File: src/rtl/wfc_pkg.sv
// ---------------------------------------------------------------------------
// wfc_pkg
// Shared definitions for the weight fetch controller:
//   - wfc_state_e    : controller state encoding (IDLE/FETCH/DRAIN/DONE)
//   - FIFO_DEPTH     : number of output buffer entries (also the read credit)
//   - fifo_cnt_width : width needed to hold an occupancy of 0..depth
// ---------------------------------------------------------------------------
package wfc_pkg;

  typedef enum logic [1:0] {
    IDLE  = 2'd0,
    FETCH = 2'd1,
    DRAIN = 2'd2,
    DONE  = 2'd3
  } wfc_state_e;

  localparam int FIFO_DEPTH = 4;

  // Occupancy counter width: must represent the full value 'depth', not just depth-1.
  function automatic int fifo_cnt_width(input int depth);
    return $clog2(depth + 1);
  endfunction

endpackage

File: src/rtl/wfc_if.sv
// ---------------------------------------------------------------------------
// wfc_if
// Weight word stream between the fetch controller and the PE array.
//   w_valid : word available (source -> sink)
//   w_ready : sink accepts word (sink -> source)
//   w_data  : weight word
//   w_last  : final word of the command
// Modports: master = stream source (controller), slave = stream sink.
// ---------------------------------------------------------------------------
interface wfc_if #(
  parameter int DATA_WIDTH = 32
);
  logic                  w_valid;
  logic                  w_ready;
  logic [DATA_WIDTH-1:0] w_data;
  logic                  w_last;

  modport master (output w_valid, output w_data, output w_last, input w_ready);
  modport slave  (input w_valid, input w_data, input w_last, output w_ready);
endinterface

File: src/rtl/wfc_fifo.sv
// ---------------------------------------------------------------------------
// wfc_fifo
// Synchronous FIFO_DEPTH-entry buffer for {last, weight} words.
// Ports:
//   clk, rst : clock, asynchronous active-high reset
//   push/din : write request and data (accepted if not full, or full with pop)
//   pop/dout : read request; dout shows the head entry
//   full, empty, count : occupancy status
// A push and pop in the same cycle on a full FIFO both take effect.
// ---------------------------------------------------------------------------
module wfc_fifo
  import wfc_pkg::*;
#(
  parameter int WIDTH = 33
) (
  input  logic                                  clk,
  input  logic                                  rst,
  input  logic                                  push,
  input  logic [WIDTH-1:0]                      din,
  input  logic                                  pop,
  output logic [WIDTH-1:0]                      dout,
  output logic                                  full,
  output logic                                  empty,
  output logic [fifo_cnt_width(FIFO_DEPTH)-1:0] count
);

  localparam int PTR_W = $clog2(FIFO_DEPTH);
  localparam int CNT_W = fifo_cnt_width(FIFO_DEPTH);

  logic [WIDTH-1:0] mem_r [FIFO_DEPTH];
  logic [PTR_W-1:0] wr_ptr_r;
  logic [PTR_W-1:0] rd_ptr_r;
  logic [CNT_W-1:0] count_r;
  logic             do_push_s;
  logic             do_pop_s;

  assign full      = (count_r == CNT_W'(FIFO_DEPTH));
  assign empty     = (count_r == {CNT_W{1'b0}});
  assign count     = count_r;
  assign dout      = mem_r[rd_ptr_r];
  assign do_pop_s  = pop && !empty;
  assign do_push_s = push && (!full || do_pop_s);

  // Storage, pointers and occupancy counter.
  always_ff @(posedge clk or posedge rst) begin
    if (rst) begin
      for (int i = 0; i < FIFO_DEPTH; i++) begin
        mem_r[i] <= {WIDTH{1'b0}};
      end
      wr_ptr_r <= {PTR_W{1'b0}};
      rd_ptr_r <= {PTR_W{1'b0}};
      count_r  <= {CNT_W{1'b0}};
    end else begin
      if (do_push_s) begin
        mem_r[wr_ptr_r] <= din;
        wr_ptr_r        <= wr_ptr_r + PTR_W'(1'b1);
      end
      if (do_pop_s) begin
        rd_ptr_r <= rd_ptr_r + PTR_W'(1'b1);
      end
      case ({do_push_s, do_pop_s})
        2'b10:   count_r <= count_r + CNT_W'(1'b1);
        2'b01:   count_r <= count_r - CNT_W'(1'b1);
        default: count_r <= count_r;
      endcase
    end
  end

endmodule

File: src/rtl/weight_fetch_ctrl.sv
// ---------------------------------------------------------------------------
// weight_fetch_ctrl
// Sequences reads from one of NUM_BLOCKS weight ROMs (one-cycle registered
// read latency) and streams the words to the PE array. Reads are issued only
// while buffered + in-flight words < FIFO_DEPTH, so the ROM never runs ahead
// of the consumer.
// Ports:
//   clk, rst      : clock, asynchronous active-high reset
//   start         : command strobe (honoured in IDLE only)
//   blk_sel       : ROM select, sampled with start
//   base_addr     : first word address, sampled with start
//   word_cnt      : words per pass (0 = empty command), sampled with start
//   rep_cnt       : passes minus one (present only with WFC_REPEAT_EN)
//   rom_en        : one-hot ROM read enable
//   rom_addr      : ROM read address (shared)
//   rom_data      : concatenated ROM outputs, block i at [i*DATA_WIDTH +: DATA_WIDTH]
//   w             : weight stream source (wfc_if.master)
//   busy          : high in FETCH and DRAIN
//   done          : one-cycle completion pulse
// Build option: define WFC_REPEAT_EN to enable multi-pass replay via rep_cnt.
// ---------------------------------------------------------------------------
module weight_fetch_ctrl
  import wfc_pkg::*;
#(
  parameter int ADDR_WIDTH = 8,
  parameter int DATA_WIDTH = 32,
  parameter int NUM_BLOCKS = 4,
  parameter int REP_WIDTH  = 8
) (
  input  logic                             clk,
  input  logic                             rst,
  input  logic                             start,
  input  logic [$clog2(NUM_BLOCKS)-1:0]    blk_sel,
  input  logic [ADDR_WIDTH-1:0]            base_addr,
  input  logic [ADDR_WIDTH-1:0]            word_cnt,
`ifdef WFC_REPEAT_EN
  input  logic [REP_WIDTH-1:0]             rep_cnt,
`endif
  output logic [NUM_BLOCKS-1:0]            rom_en,
  output logic [ADDR_WIDTH-1:0]            rom_addr,
  input  logic [NUM_BLOCKS*DATA_WIDTH-1:0] rom_data,
  wfc_if.master                            w,
  output logic                             busy,
  output logic                             done
);

  localparam int BLK_W = $clog2(NUM_BLOCKS);
  localparam int CNT_W = fifo_cnt_width(FIFO_DEPTH);
  localparam int FW    = DATA_WIDTH + 1;

  wfc_state_e            state_r, state_n;
  logic [BLK_W-1:0]      blk_r;
  logic [ADDR_WIDTH-1:0] base_r, cnt_r, idx_r;
  logic [REP_WIDTH-1:0]  rep_r, pass_r, rep_in_s;

  logic [BLK_W-1:0]      cur_blk_s;
  logic [ADDR_WIDTH-1:0] cur_base_s, cur_cnt_s, cur_idx_s;
  logic [REP_WIDTH-1:0]  cur_rep_s, cur_pass_s;
  logic                  wrap_s, final_s, issue_s, load_s;
  logic                  credit_ok_s, drain_done_s, pop_s;
  logic [CNT_W:0]        occ_s;
  logic [NUM_BLOCKS-1:0] rom_en_n_s;

  logic [NUM_BLOCKS-1:0] rom_en_r;
  logic [ADDR_WIDTH-1:0] rom_addr_r;
  logic                  s1_v_r, s1_last_r, s2_v_r, s2_last_r;
  logic [BLK_W-1:0]      s1_blk_r, s2_blk_r;
  logic                  busy_r, done_r;

  logic                  fifo_push_s, fifo_full_s, fifo_empty_s;
  logic [FW-1:0]         fifo_din_s, fifo_dout_s;
  logic [CNT_W-1:0]      fifo_count_s;

`ifdef WFC_REPEAT_EN
  assign rep_in_s = rep_cnt;
`else
  assign rep_in_s = {REP_WIDTH{1'b0}};
`endif

  // In IDLE the command comes straight from the ports so the first read can
  // issue on the same edge that accepts start; afterwards from the latches.
  always_comb begin
    if (state_r == IDLE) begin
      cur_blk_s  = blk_sel;
      cur_base_s = base_addr;
      cur_cnt_s  = word_cnt;
      cur_rep_s  = rep_in_s;
      cur_idx_s  = {ADDR_WIDTH{1'b0}};
      cur_pass_s = {REP_WIDTH{1'b0}};
    end else begin
      cur_blk_s  = blk_r;
      cur_base_s = base_r;
      cur_cnt_s  = cnt_r;
      cur_rep_s  = rep_r;
      cur_idx_s  = idx_r;
      cur_pass_s = pass_r;
    end
  end

  assign wrap_s  = (cur_idx_s == (cur_cnt_s - ADDR_WIDTH'(1'b1)));
  assign final_s = wrap_s && (cur_pass_s == cur_rep_s);

  // Every word not yet handed to the consumer holds one credit.
  assign occ_s        = {1'b0, fifo_count_s} + (CNT_W+1)'(s1_v_r) + (CNT_W+1)'(s2_v_r);
  assign credit_ok_s  = (occ_s < (CNT_W+1)'(FIFO_DEPTH));
  assign pop_s        = !fifo_empty_s && w.w_ready;
  // Leave DRAIN on the edge of the final handshake so done follows it directly.
  assign drain_done_s = !s1_v_r && !s2_v_r &&
                        (fifo_empty_s || ((fifo_count_s == CNT_W'(1'b1)) && pop_s));

  // Next-state and read-issue decisions.
  always_comb begin
    state_n = state_r;
    issue_s = 1'b0;
    load_s  = 1'b0;
    case (state_r)
      IDLE: begin
        if (start) begin
          load_s = 1'b1;
          if (word_cnt == {ADDR_WIDTH{1'b0}}) begin
            state_n = DONE;
          end else begin
            issue_s = 1'b1;
            state_n = final_s ? DRAIN : FETCH;
          end
        end else begin
          state_n = IDLE;
        end
      end
      FETCH: begin
        if (credit_ok_s) begin
          issue_s = 1'b1;
          state_n = final_s ? DRAIN : FETCH;
        end else begin
          state_n = FETCH;
        end
      end
      DRAIN:   state_n = drain_done_s ? DONE : DRAIN;
      DONE:    state_n = IDLE;
      default: state_n = IDLE;
    endcase
  end

  // One-hot enable for the selected ROM on an issuing cycle.
  always_comb begin
    rom_en_n_s = {NUM_BLOCKS{1'b0}};
    for (int i = 0; i < NUM_BLOCKS; i++) begin
      rom_en_n_s[i] = issue_s && (cur_blk_s == BLK_W'(i));
    end
  end

  // State register with registered busy/done decoded from the next state.
  always_ff @(posedge clk or posedge rst) begin
    if (rst) begin
      state_r <= IDLE;
      busy_r  <= 1'b0;
      done_r  <= 1'b0;
    end else begin
      state_r <= state_n;
      busy_r  <= (state_n == FETCH) || (state_n == DRAIN);
      done_r  <= (state_n == DONE);
    end
  end

  // Command latches and word/pass counters; idx wraps to 0 at each pass end.
  always_ff @(posedge clk or posedge rst) begin
    if (rst) begin
      blk_r  <= {BLK_W{1'b0}};
      base_r <= {ADDR_WIDTH{1'b0}};
      cnt_r  <= {ADDR_WIDTH{1'b0}};
      rep_r  <= {REP_WIDTH{1'b0}};
      idx_r  <= {ADDR_WIDTH{1'b0}};
      pass_r <= {REP_WIDTH{1'b0}};
    end else begin
      if (load_s) begin
        blk_r  <= blk_sel;
        base_r <= base_addr;
        cnt_r  <= word_cnt;
        rep_r  <= rep_in_s;
      end
      if (issue_s) begin
        if (wrap_s) begin
          idx_r  <= {ADDR_WIDTH{1'b0}};
          pass_r <= cur_pass_s + REP_WIDTH'(1'b1);
        end else begin
          idx_r  <= cur_idx_s + ADDR_WIDTH'(1'b1);
          pass_r <= cur_pass_s;
        end
      end
    end
  end

  // Read pipeline: stage 1 = ROM request, stage 2 = ROM output register.
  always_ff @(posedge clk or posedge rst) begin
    if (rst) begin
      rom_en_r   <= {NUM_BLOCKS{1'b0}};
      rom_addr_r <= {ADDR_WIDTH{1'b0}};
      s1_v_r     <= 1'b0;
      s1_blk_r   <= {BLK_W{1'b0}};
      s1_last_r  <= 1'b0;
      s2_v_r     <= 1'b0;
      s2_blk_r   <= {BLK_W{1'b0}};
      s2_last_r  <= 1'b0;
    end else begin
      rom_en_r <= rom_en_n_s;
      if (issue_s) begin
        rom_addr_r <= cur_base_s + cur_idx_s;
      end
      s1_v_r    <= issue_s;
      s1_blk_r  <= cur_blk_s;
      s1_last_r <= issue_s && final_s;
      s2_v_r    <= s1_v_r;
      s2_blk_r  <= s1_blk_r;
      s2_last_r <= s1_last_r;
    end
  end

  // Credits guarantee space; the full check only keeps the FIFO self-consistent.
  assign fifo_push_s = s2_v_r && (!fifo_full_s || pop_s);
  assign fifo_din_s  = {s2_last_r, rom_data[s2_blk_r*DATA_WIDTH +: DATA_WIDTH]};

  wfc_fifo #(
    .WIDTH (FW)
  ) u_fifo (
    .clk   (clk),
    .rst   (rst),
    .push  (fifo_push_s),
    .din   (fifo_din_s),
    .pop   (pop_s),
    .dout  (fifo_dout_s),
    .full  (fifo_full_s),
    .empty (fifo_empty_s),
    .count (fifo_count_s)
  );

  assign rom_en    = rom_en_r;
  assign rom_addr  = rom_addr_r;
  assign busy      = busy_r;
  assign done      = done_r;
  // Head entry is only meaningful while valid; show zeros otherwise.
  assign w.w_valid = !fifo_empty_s;
  assign w.w_data  = fifo_empty_s ? {DATA_WIDTH{1'b0}} : fifo_dout_s[DATA_WIDTH-1:0];
  assign w.w_last  = !fifo_empty_s && fifo_dout_s[DATA_WIDTH];

endmodule

File: src/flat_wrapper.sv
// flat-port wrapper written by rule: the top's interface ports become plain ports
module weight_fetch_ctrl_flat import wfc_pkg::*;
#(
  parameter int ADDR_WIDTH = 8,
  parameter int DATA_WIDTH = 32,
  parameter int NUM_BLOCKS = 4,
  parameter int REP_WIDTH  = 8
)
  (clk, rst, start, blk_sel, base_addr, word_cnt, rom_en, rom_addr, rom_data, busy, done, w_w_valid, w_w_data, w_w_last, w_w_ready);
  wfc_if #(.DATA_WIDTH(DATA_WIDTH)) w_i ();
  input  logic clk;
  input  logic rst;
  input  logic start;
  input  logic [$clog2(NUM_BLOCKS)-1:0] blk_sel;
  input  logic [ADDR_WIDTH-1:0] base_addr;
  input  logic [ADDR_WIDTH-1:0] word_cnt;
  output logic [NUM_BLOCKS-1:0] rom_en;
  output logic [ADDR_WIDTH-1:0] rom_addr;
  input  logic [NUM_BLOCKS*DATA_WIDTH-1:0] rom_data;
  output logic busy;
  output logic done;
  output wire logic [$bits(w_i.w_valid)-1:0] w_w_valid;
  output wire logic [$bits(w_i.w_data)-1:0] w_w_data;
  output wire logic [$bits(w_i.w_last)-1:0] w_w_last;
  input wire logic [$bits(w_i.w_ready)-1:0] w_w_ready;
  assign w_w_valid = w_i.w_valid;
  assign w_w_data = w_i.w_data;
  assign w_w_last = w_i.w_last;
  assign w_i.w_ready = w_w_ready;
  weight_fetch_ctrl #(.ADDR_WIDTH(ADDR_WIDTH), .DATA_WIDTH(DATA_WIDTH), .NUM_BLOCKS(NUM_BLOCKS), .REP_WIDTH(REP_WIDTH)) u_core (.clk(clk), .rst(rst), .start(start), .blk_sel(blk_sel), .base_addr(base_addr), .word_cnt(word_cnt), .rom_en(rom_en), .rom_addr(rom_addr), .rom_data(rom_data), .w(w_i), .busy(busy), .done(done));
endmodule
File: config.mk
export PLATFORM = sky130hd
export DESIGN_NAME = weight_fetch_ctrl_flat
export DESIGN_NICKNAME = d
export VERILOG_FILES = /design/src/rtl/wfc_pkg.sv /design/src/rtl/wfc_if.sv /design/src/rtl/wfc_fifo.sv /design/src/rtl/weight_fetch_ctrl.sv /design/src/flat_wrapper.sv
export SDC_FILE = /design/constraint.sdc
export NUM_CORES = 1
export LEC_CHECK = 0
export ABC_AREA = 0
export BUFFER_PORTS_ARGS = -buffer_cell sky130_fd_sc_hd__buf_2
export CAP_MARGIN = 30
export CORE_ASPECT_RATIO = 0.5
export CORE_UTILIZATION = 50
export DETAILED_ROUTE_END_ITERATION = 12
export PLACE_DENSITY = 0.76
export SLEW_MARGIN = 20
export SYNTH_ARGS = -nofsm -noshare
export SYNTH_HDL_FRONTEND = slang
export SYNTH_SLANG_ARGS = --single-unit
File: constraint.sdc
create_clock -name clk -period 6.83 [get_ports clk]
set_clock_uncertainty 0.05 [all_clocks]
set_input_delay 1.7075 -clock clk [delete_from_list [all_inputs] [get_ports clk]]
set_output_delay 1.7075 -clock clk [all_outputs]
set_load 0.02 [all_outputs]
; Yosys cells after proc, flatten, opt, wreduce, memory -nomap -nowiden
; Index checks and enable logic that the tools add are counted.
[totals]
output_inout_bits = 48
regBits = 197
wordCells = 110
in_bits = 150
[op_classes]
muxes = 27
add_sub_neg = 10
shifts = 1
n_lt_le_gt_ge = 4
n_bitwise = 2
reduce_logical = 29
eq_ne = 14
[op_table]
columns = op, n
row1 = $bwmux 132, 1
row2 = $shiftx 128x8->32, 1
row3 = $mux 33, 3
row4 = $bmux 33 s2, 1
row5 = $demux 33 s2, 1
row6 = $mux 8, 6
row7 = $mux 32, 1
row8 = $add 8x1->8 const B, 2
row9 = $logic_not 8->1, 2
row10 = $logic_and 1x1->1, 15
row11 = $eq 2x2->1 const B, 7
row12 = $mux 2, 5
row13 = $add 8x8->8, 1
row14 = $eq 2x1->1 const B, 4
row15 = $eq 8x8->1, 1
row16 = $pmux 2 s4, 1
row17 = $sub 8x1->8 const B, 1
row18 = $ge 3x3->1 const B, 2
row19 = $mux 1, 6
row20 = $not 2->3, 2
row21 = $pmux 3 s2, 1
row22 = $add 2x1->2 const B, 2
row23 = $add 3x1->4, 1
row24 = $add 4x1->4, 1
row25 = 12 further kinds, 19

; Depth between registers and ports, before layout
[depth]
word_depth = 11
ltp_mapped = 14
ltp_nobuf = 12

; Cells and area by module
; A second synthesis with hierarchy kept.
[hier_totals]
hier_cells = 818
area_unflattened_um2 = 10497.6
[modules_own_cells]
columns = module, area_each_um2, cells_per_inst, seq_area_each_um2, n_inst
row1 = wfc_fifo, 6154.7, 359, 3478.3, 1
row2 = weight_fetch_ctrl, 4342.9, 459, 1451.4, 1

; Worst setup path before layout
; No wires, ideal clock.
[synth_timing]
path_type = input-to-reg
from = input word_cnt[1]
to = register u_core.busy_r, in the netlist u_core.busy
path_stages = 12
setup_ns = 0.126
setup_slack_ns = 2.753
path_buffers = 1
required_ns = 6.654
arrival_ns = 3.901
path_cell_list = mux2_2 -> inv_1 -> ha_1 -> nor3b_1 -> xor2_1 -> o32ai_1 -> nand4_2 -> nor2_4 -> buf_6 -> a31oi_1 -> o21ai_1 -> ha_1
[synth_via]
elab_chain_len = 10
word_cells_on_any_way = 13
classes_between = add/sub: 1 / eq/ne: 3 / mux: 6 / reduce/logical: 3
[synth_rtl]
columns = item, line_no
row1 = "start, declared", flat_wrapper.sv:16  ; input logic [ADDR_WIDTH-1:0] word_cnt;
row2 = $mux 8, weight_fetch_ctrl.sv:83  ; if (state_r == IDLE) begin
row3 = $sub 8x1->8, weight_fetch_ctrl.sv:100  ; assign wrap_s = (cur_idx_s == (cur_cnt_s - ADDR_WIDTH'(1'b1)));
row4 = $eq 8x8->1, weight_fetch_ctrl.sv:100
row5 = $logic_and 1x1->1, weight_fetch_ctrl.sv:101  ; assign final_s = wrap_s && (cur_pass_s == cur_rep_s);
row6 = $mux 2, "weight_fetch_ctrl.sv:124, weight_fetch_ctrl.sv:133"
row7 = $mux 2, weight_fetch_ctrl.sv:120  ; if (word_cnt == {ADDR_WIDTH{1'b0}}) begin
row8 = $mux 2, weight_fetch_ctrl.sv:118  ; if (start) begin
row9 = $pmux 2 s4 (*), weight_fetch_ctrl.sv:116  ; case (state_r)
row10 = net u_core.state_n[1], weight_fetch_ctrl.sv:51  ; wfc_state_e state_r, state_n;
row11 = $eq 2x1->1 or $eq 2x2->1 (tied branches), weight_fetch_ctrl.sv:160  ; busy_r <= (state_n == FETCH) || (state_n == DRAIN);
row12 = $logic_or 1x1->1 (*), weight_fetch_ctrl.sv:160
row13 = "end signal, assigned", weight_fetch_ctrl.sv:160
row14 = "end, declared", weight_fetch_ctrl.sv:68  ; logic busy_r, done_r;
; Mark *: on every way through the listed nets, which the timed path passes. The rest lies on a longest branch.
; A chain may end at the register's enable or synchronous reset.

; Worst setup path after layout
; Ends and elaborated chain as after synthesis.

==> reports/results.tsv <==
stage	metric	value	unit
power_and_ir_drop	Clk pwr share	14.1	%
setup_path	worst reg2reg path startpoint	u_core.state_r[0]	
setup_path	Worst Path Buf+Inv	2	
grt	initial antenna violation count	1	
grt	global route total overflow	0	
logic_synthesis	ys async rst share	100.0	%
setup_path	R2R depth	12	
routing	DR iter-0 viols	388	
power_and_ir_drop	switching share of power	39.48	%
grt	gr usage total	23.25	%
floorplanning	Die W	205.2	µm
worst_hold_path	hold path start	u_core.s1_last_r	
routing	DRT Pass-1 Iters	4	
timing	slack of the critical path	2.508	ns
placed_design	gp weighted congestion	0.8575	
setup_path	Critical Path RT	7.09	ns
timing	final setup violation count	0	
clocking	CTS tree	done	
timing	worst-margin pin slew	0.9842	ns
floorplanning	chip height	103.6	µm
routing	DRC	0	
clocking	TritonCTS Buffers	17	
final_layout	final core occ	61.54	%
timing	Max Freq	231.4	MHz
final_layout	most frequent cells in the layout	buf_2 (197), dfrtp_1 (193), mux2_2 (151)	
clocking	Root Buffer	clkbuf_16	
final_layout	net count reported at finish	1131	
logic_synthesis	fraction of the mapped netlist area in adder cells	2.862	%
timing	fin crit share	63.28	%
clocking	CTS H-tree depth	4	
final_layout	Register Area	0.004935	mm²
placed_design	HPWL after detailed placement	15610	µm
logic_synthesis	Yosys top cell area share	47.78	%
power_and_ir_drop	Flop pwr share	32.4	%
logic_synthesis	synthesis-stage register bit count	197	
final_layout	final-layout fill cell count	1607	
grt	vias in the first global route	7567	
power_and_ir_drop	Power, Total	6598	µW
logic_synthesis	dominant synthesized flop cell	dfrtp_1	
worst_hold_path	Worst Hold Depth	0	
logic_synthesis	area leader, netlist	dfrtp_1	
logic_synthesis	mux cell area share after synthesis	31.35	%
grt	largest net degree at the start of global routing	198	
power_and_ir_drop	leakage	0.005469	µW
power_and_ir_drop	NetSw	2605	µW
logic_synthesis	Compound-Gate Fraction of Synth Area	3.493	%
status	status	finished, final reports clean	
timing	Hold Vio Cnt, Final	0	
routing	DRT antenna net count	0	
setup_path	RR Endpoint	u_core.busy	
setup_path	Slowest-stage cell, CP	nor2_4	
floorplanning	I/O pin cnt	198	
clocking	Post-CTS Hold Buffers	0	
logic_synthesis	Synth Warn #	0	
power_and_ir_drop	Int Power	3993	µW
setup_path	R2R Setup Slk	3.00	ns
timing	Slew Viols, Final	0	
logic_synthesis	ranking of synthesized cells by area	dfrtp_1 (48%), mux2_2 (16%), mux4_2 (14%), ha_1 (2.7%), and2_1 (2.6%)	
clocking	CTS Buffer Depth	2	
worst_hold_path	min-delay worst type	reg2reg	
setup_path	crit-path max FO	20	
logic_synthesis	Post-synth EDFFs	0	
routing	drt total wl	23400	µm
setup_path	crit end category	register	
clocking	setup bufs post-CTS	0	
placed_design	# port buffers	197	
clocking	Worst-path clk slew	0.07	ns
setup_path	crit-path leading delay family	simple AND/OR/NAND/NOR gates	
logic_synthesis	Synth cell types	51	
clocking	Post-CTS Resized	0	
setup_path	crit path DAT	4.58	ns
final_layout	area occupied by multi-input gates	0.005142	mm²
timing	setup TNS	0	ns
timing	unrepaired setup endpoints after global routing	false	
timing	relative slew slack	34.39	%
clocking	Worst-Skew Late Latency	0.43	ns
setup_path	Worst Setup EP	u_core.busy	
floorplanning	row count	36	
setup_path	Cell Chain, Critical Path	buf_2 -> mux2_2 -> inv_1 -> ha_1 -> nor3b_1 -> xor2_1 -> o32ai_1 -> nand4_2 -> nor2_4 -> a31oi_1 -> o21ai_1 -> ha_1	
final_layout	share of cells above drive strength 1	48.61	%
final_layout	commonest non-fill, non-tap cell in the layout	buf_2	
logic_synthesis	sequential fraction of the synthesis area	47.78	%
setup_path	CP startpoint	word_cnt[1]	
run	maxcap violations	0	
logic_synthesis	cell area after synthesis	0.01032	mm²
floorplanning	die footprint	0.02125	mm²
placed_design	Post-Place Cells	1200	
routing	WL/cell	18.88	µm
logic_synthesis	largest family of logic cells by synthesized area	multiplexers	
logic_synthesis	simple-gate portion of the synthesized area	9.447	%
routing	drt via density	5.680	
final_layout	Cell Count, Final, Fillers Out	1239	
logic_synthesis	Avg Cell Area, Syn	13.31	µm²
timing	Tmin final	4.322	ns
setup_path	CP max stage delay	0.46	ns
grt	first-pass GRT wire length	38420	µm
setup_path	startpoint types	input pin	
setup_path	most used cell, CP	ha_1	
routing	via count	7037	
logic_synthesis	synthesized netlist cell count	775	
clocking	Sink Count	197	
power_and_ir_drop	Worst VDD drop	328.3	µV
setup_path	Setup CP Type	in2reg	
final_layout	Area Overhead vs Synth	18.21	%
floorplanning	core region area	0.01982	mm²
placed_design	Worst Setup Slack post-DPL	2.109	ns
logic_synthesis	Syn Nets	948	
power_and_ir_drop	pwr dens	540.9	mW/mm²
setup_path	stages on the worst setup path	12	
logic_synthesis	Synth Area in XOR/XNOR	2.595	%
floorplanning	initial core utilization	52.06	%
power_and_ir_drop	Logic pwr share	53.5	%
-- through the flow --
stage | area, µm² | hold slack (ns)
5_1_grt | 12190 | 0.3136
2_1_floorplan | 10320 | 0.2812
3_3_place_gp | 11520 | 0.2821
3_5_place_dp | 11540 | 0.2855
4_1_cts | 12080 | 0.3017
6_report | 12200 | 0.2978
-- worst register-to-register path, cell delays in order, from the launching register on --
cell,delay [ns]
dfrtp_1,0.45
nor2_1,0.17
buf_4,0.32
mux2i_1,0.29
ha_1,0.24
nor3b_1,0.39
xor2_1,0.13
o32ai_1,0.29
nand4_2,0.30
nor2_4,0.46
a31oi_1,0.15
o21ai_1,0.22
ha_1,0.25
-- flip-flops by register name, summed over array words and instances (netlist names) --
register	count
u_core.idx_r	8
u_core.busy	1
u_core.state_r	2
u_core.u_fifo.rd_ptr_r	2
u_core.u_fifo.mem_r	132
u_core.done	1
u_core.u_fifo.wr_ptr_r	2
u_core.s2_blk_r	2
u_core.s2_v_r	1
u_core.s1_v_r	1
u_core.rom_en	4
u_core.s1_last_r	1
u_core.rom_addr	8
u_core.cnt_r	8
u_core.blk_r	2
u_core.pass_r	8
u_core.s1_blk_r	2
u_core.s2_last_r	1
u_core.u_fifo.count	3
u_core.base_r	8
-- cells by family after synthesis --
group / after synthesis
mux: 223
fa+ha+maj: 23
buf+inv: 61
xor+xnor: 29
flops: 197
compound gates: 58
simple gates: 184
-- worst min path at each step --
stage | end | slack [ns]
2_1_floorplan | u_core.s2_blk_r[0] | 0.28
3_3_place_gp | u_core.s2_blk_r[1] | 0.28
3_5_place_dp | u_core.s2_last_r | 0.29
4_1_cts | u_core.s2_last_r | 0.30
5_1_grt | u_core.s2_last_r | 0.31
6_report | u_core.s2_last_r | 0.30
-- per-layer routing --
metal / global-route usage, % / up-vias / routed length, µm
met1: 30.85 / 3640 / 10420
met4: 6.561 / 0 / 292
met5: 0 / - / 0
met3: 3.744 / 23 / 955
li1: - / 3217 / -
met2: 39.58 / 157 / 11730
-- cell usage after synthesis (2+ instances only) --
cell type  instances
nor2b_1            3
nor3b_1            5
dfrtp_1          197
nor4_1             7
and2_1            43
clkbuf_1          30
nor4_2             2
o31ai_1            3
mux2i_1            7
a211o_1            2
o21ai_0           10
ha_1              22
nand3_1            7
nand4_1            4
buf_1             10
mux2_2           151
a21oi_1           20
xnor2_1           15
inv_1             15
nand2_1           57
o21a_1             2
or2_2              2
mux4_2            65
a31oi_1            2
o21ai_1            2
xor2_1            13
buf_6              3
or3_1              4
buf_2              3
nand2b_1           5
or4_1              5
nor3_1            11
nor2_1            22
o21bai_1           2
a21o_1             8
-- power groups by stage --
stage	combinational (µW)	sequential, µW	clock (µW)
6_report	3530	2140	928
5_1_grt	3850	2210	999
4_1_cts	3530	2140	945
3_5_place_dp	3520	2160	0
3_3_place_gp	3390	2140	0
2_1_floorplan	2770	1990	0
-- final cells by class --
cell class / instances / area share, %
multi-input combinational: 517 / 42.16
sequential: 197 / 40.46
timing repair buffer: 210 / 9.725
clock buffer: 20 / 3.580
tap: 266 / 2.729
clock inverter: 12 / 0.8104
inverter: 15 / 0.4924
antenna: 2 / 0.04103
Note: power is estimated with default switching activity, not from simulation.
